[src/rtl/writeback_regfile.sv]
// rtl/writeback_regfile.sv - MEM/WB writeback mux, 32-entry register file with write-through bypass, retire counter
module writeback_regfile #(
    parameter int DATA_W   = 32,
    parameter int ADDR_W   = 5,
    parameter int NUM_REGS = 32,
    parameter int CNT_W    = 32
) (
    input  logic              clk_i,
    input  logic              rst_i,
    input  logic              RegWrite_i,
    input  logic              MemtoReg_i,
    input  logic [DATA_W-1:0] Memdata_i,
    input  logic [DATA_W-1:0] ALUResult_i,
    input  logic [ADDR_W-1:0] RDaddr_i,
    input  logic [ADDR_W-1:0] RS1addr_i,
    input  logic [ADDR_W-1:0] RS2addr_i,
    output logic [DATA_W-1:0] RS1data_o,
    output logic [DATA_W-1:0] RS2data_o,
    output logic [DATA_W-1:0] WBdata_o,
    output logic              WBvalid_o,
    output logic [CNT_W-1:0]  RetireCnt_o
);

    logic [DATA_W-1:0] regs [NUM_REGS];
    logic [CNT_W-1:0]  retire_cnt;

    assign WBdata_o    = MemtoReg_i ? Memdata_i : ALUResult_i;
    assign WBvalid_o   = RegWrite_i && (RDaddr_i != '0);
    assign RetireCnt_o = retire_cnt;

    // x0 is never stored because WBvalid_o is low whenever RDaddr_i is zero.
    always_ff @(posedge clk_i or negedge rst_i) begin
        if (!rst_i) begin
            for (int i = 0; i < NUM_REGS; i++) begin
                regs[i] <= '0;
            end
            retire_cnt <= '0;
        end else if (WBvalid_o) begin
            regs[RDaddr_i] <= WBdata_o;
            retire_cnt     <= retire_cnt + {{(CNT_W-1){1'b0}}, 1'b1};
        end
    end

    // Same-cycle bypass lets ID see the value being retired this edge.
    always_comb begin
        RS1data_o = regs[RS1addr_i];
        if (RS1addr_i == '0) begin
            RS1data_o = '0;
        end else if (WBvalid_o && (RS1addr_i == RDaddr_i)) begin
            RS1data_o = WBdata_o;
        end
    end

    always_comb begin
        RS2data_o = regs[RS2addr_i];
        if (RS2addr_i == '0) begin
            RS2data_o = '0;
        end else if (WBvalid_o && (RS2addr_i == RDaddr_i)) begin
            RS2data_o = WBdata_o;
        end
    end

endmodule

[config.mk]
export PLATFORM = sky130hd
export DESIGN_NAME = writeback_regfile
export DESIGN_NICKNAME = d
export VERILOG_FILES = /design/src/rtl/writeback_regfile.sv
export SDC_FILE = /design/constraint.sdc
export NUM_CORES = 2
export LEC_CHECK = 0
export ABC_AREA = 0
export BUFFER_PORTS_ARGS = -buffer_cell sky130_fd_sc_hd__clkbuf_2
export CORE_UTILIZATION = 35
export CTS_BUF_LIST = sky130_fd_sc_hd__clkbuf_4
export CTS_CLUSTER_DIAMETER = 40
export DETAILED_ROUTE_END_ITERATION = 8
export PLACE_DENSITY = 0.58
export SETUP_SLACK_MARGIN = 0.1
export SYNTH_ARGS = -nofsm -noshare
export SYNTH_HDL_FRONTEND = slang
export SYNTH_SLANG_ARGS = --single-unit
[constraint.sdc]
create_clock -name clk_i -period 3.15 [get_ports clk_i]
set_clock_uncertainty 0.2 [all_clocks]
set_input_delay 0.63 -clock clk_i [delete_from_list [all_inputs] [get_ports clk_i]]
set_output_delay 0.63 -clock clk_i [all_outputs]
set_load 0.005 [all_outputs]
==> flow_summary.ini <==
[layout]
syn_to_final_growth_pct = 24.9
drive_gt1_frac = 0.349
fin_util = 0.442
nNetsFinal = 5708

[route]
drt_iter0_markers = 4752
avgRoutedWirePerCell_um = 26.5
vias = 45400
drt-total-wl_mm = 209
routed_via_density = 5.77
drtPass1Iterations = 6
drtAntennaViolNets = 0
drcViolationCount = 0

[synthesis]
yosys_register_bits = 1056
synth_top_area_share = 0.478
yosysSeqAreaShare = 0.478
avgSynthCellArea_um2 = 11.2
yosysMostFrequentCell = dfrtp_1
synth_top_area_cell = dfrtp_1
yosys-top-cells-count = dfrtp_1, nor2_1, nand2_1, a21oi_1, o21ai_0
synth.distinct_cells = 71
synth_edf_count = 0
synth_nets = 5016
netlist_top_cells_area = dfrtp_1, mux4_2, mux2i_1, a21oi_1, o21ai_0
synthArstFlopShare = 1.00
synthCells = 4932
netlist_area_um2 = 55300
yosys_warnings = 0
ys.flop_type = dfrtp_1

[global_routing]
grt_overflow = 0
antenna_found_initial = 3
grt_max_degree = 104
track_usage = 0.262
grt_pass1_wl_mm = 307
grt_pass1_vias = 45300

[timing]
period_share = 1.31
finalCriticalPeriod_ps = 4130
finalSetupViolations = 64
hold_viol_final = 0
fin_setup_tns_ps = -44310
rsz0062_at_grt = true
max_freq_mhz = 242
maxSlewViolCount = 0
worst_slack_ps = -976
whs_ps = 38.3
tightest_slew_ps = 1090
relSlewSlack = 0.269

[clock_network]
clock_latency_ps = 1250
numCtsBuffers = 304
cts_tree = built
cts-htree-levels = 5
clk_pin_slew_ps = 60
clkSinkCount = 1056
cts.path.max_buffers = 4
root_buffer = clkbuf_4

[critical_path]
cp-start-kind = flip-flop
path_max_fanout = 2
reg2reg_slack_ps = 890
end_kind = output port
required_ps = 2320
critPathKind = reg2out
cp.arrival_ps = 3300

[floorplan]
ios = 212
rows = 145
die_x_um = 400
core_um2 = 157000
chipHeight_um = 400
start_util = 0.353
die_area_um2 = 160000

[power]
power.share.sequential = 0.443
swShare = 0.316
p_per_area_nw_per_um2 = 609
p_switching_mw = 13.3
total_power_mw = 42.1
vdd_drop_max_mv = 0.366
power_frac_comb = 0.261
internal_power_mw = 28.8
leakagePower_nw = 30.4
clockPowerShare = 0.295

[outcome]
violations = negative setup slack
status = complete, but fails checks

[placed_design]
routabilityCongestion = 0.899
numPortBuffers = 211
dp_worst_setup_slack_ps = -827
dp_hpwl_mm = 137

[hold_path]
holdCritPathClass = in2reg

[job]
maxCapViolations = 0
per-layer routing:
| metal | vias to the layer above | global-route usage | part of all wire |
|---|---|---|---|
| met5 | - | 0 | 0 |
| met4 | 0 | 0.122 | 0.045 |
| met3 | 480 | 0.0577 | 0.096 |
| met2 | 2312 | 0.394 | 0.45 |
| met1 | 23100 | 0.359 | 0.41 |
| li1 | 19500 | - | - |
sequential cells by signal, summed over array words and instances, names as in the netlist:
name,count
RetireCnt_o,32
regs,1024
power by group through the flow:
| stage | clock [mW] | sequential, mW | combinational [mW] |
|---|---|---|---|
| final | 12.4 | 18.7 | 11.0 |
| after global routing | 13.5 | 19.0 | 11.9 |
| after CTS | 12.7 | 18.6 | 10.8 |
| after detailed placement | 0 | 18.8 | 9.91 |
| after global placement | 0 | 18.7 | 9.64 |
| after floorplan | 0 | 18.1 | 6.80 |
layout make-up:
type | instances | area (um^2)
antenna | 1 | 2.50
sequential | 1056 | 26400
multi-input combinational | 3304 | 27900
fill | 14700 | 87400
timing repair buffer | 914 | 8490
clock buffer | 416 | 3120
tap | 2058 | 2570
inverter | 44 | 168
clock inverter | 77 | 437
final timing paths:
path / from / cells after the start / to
max: regs[648] / 5 / RS1data_o[8]
min in group asynchronous: rst_i / 4 / regs[235]
min reg2reg: regs[1014] / 0 / regs[1014]
min: RDaddr_i[4] / 5 / RetireCnt_o[4]
max reg2reg: RetireCnt_o[0] / 6 / RetireCnt_o[26]
max in group asynchronous: rst_i / 5 / regs[815]
cell families (layout without fill, tap and decap cells):
kind of cell	after synthesis	count (layout)	share of synthesized area
buf+inv	572	1451	0.0483
fa+ha+maj	1	1	0.000226
other cells	0	1	0
mux	780	780	0.253
xor+xnor	41	41	0.00649
compound gates	1265	1265	0.127
simple gates	1217	1217	0.0877
flops	1056	1056	0.478
critical path, cell delays in order (launching register included):
cell and delay (ps):
dfrtp_1 400, mux4_2 480, mux4_2 490, nor2b_4 140, a221o_1 370, clkbuf_2 160
cells in the final DEF, fill, tap and decap left out, types with 13 or more instances in the layout:
master         count
a221o_1           22
a221oi_2          14
clkbuf_4         416
dfrtp_1         1056
nand3_1           20
inv_1             39
nor2_4            16
a211oi_2          38
o22ai_4           21
nand2_1          522
xor2_1            18
o22ai_2           17
buf_12           143
buf_4            476
clkinv_2          13
xnor2_1           23
nand2_4           15
mux4_2           493
a221oi_1          30
o21ai_0          498
mux2i_1          241
mux2i_2           17
dlygate4sd3_1     65
clkinv_1          52
mux2i_4           24
a21oi_1          529
nor2_1           544
clkbuf_2         191
buf_6             25
metrics by stage:
step                      cells  instance area (um^2)
after floorplan            4932                 55600
after global placement     7208                 63000
after detailed placement   7208                 63000
after CTS                  7839                 68700
after global routing       7870                 69100
final                      7870                 69100
what timing repair did:
item                                    4_1_cts  5_1_grt
hold buffers                                 66        3
endpoints found under the setup margin       64       67
pin swaps                                   103       29
gates resized for setup                     158       52
cloned                                        0        0
hold endpoints to repair                   2054       11
buffers inserted                             75       28
(Power assumes the default switching activity.)
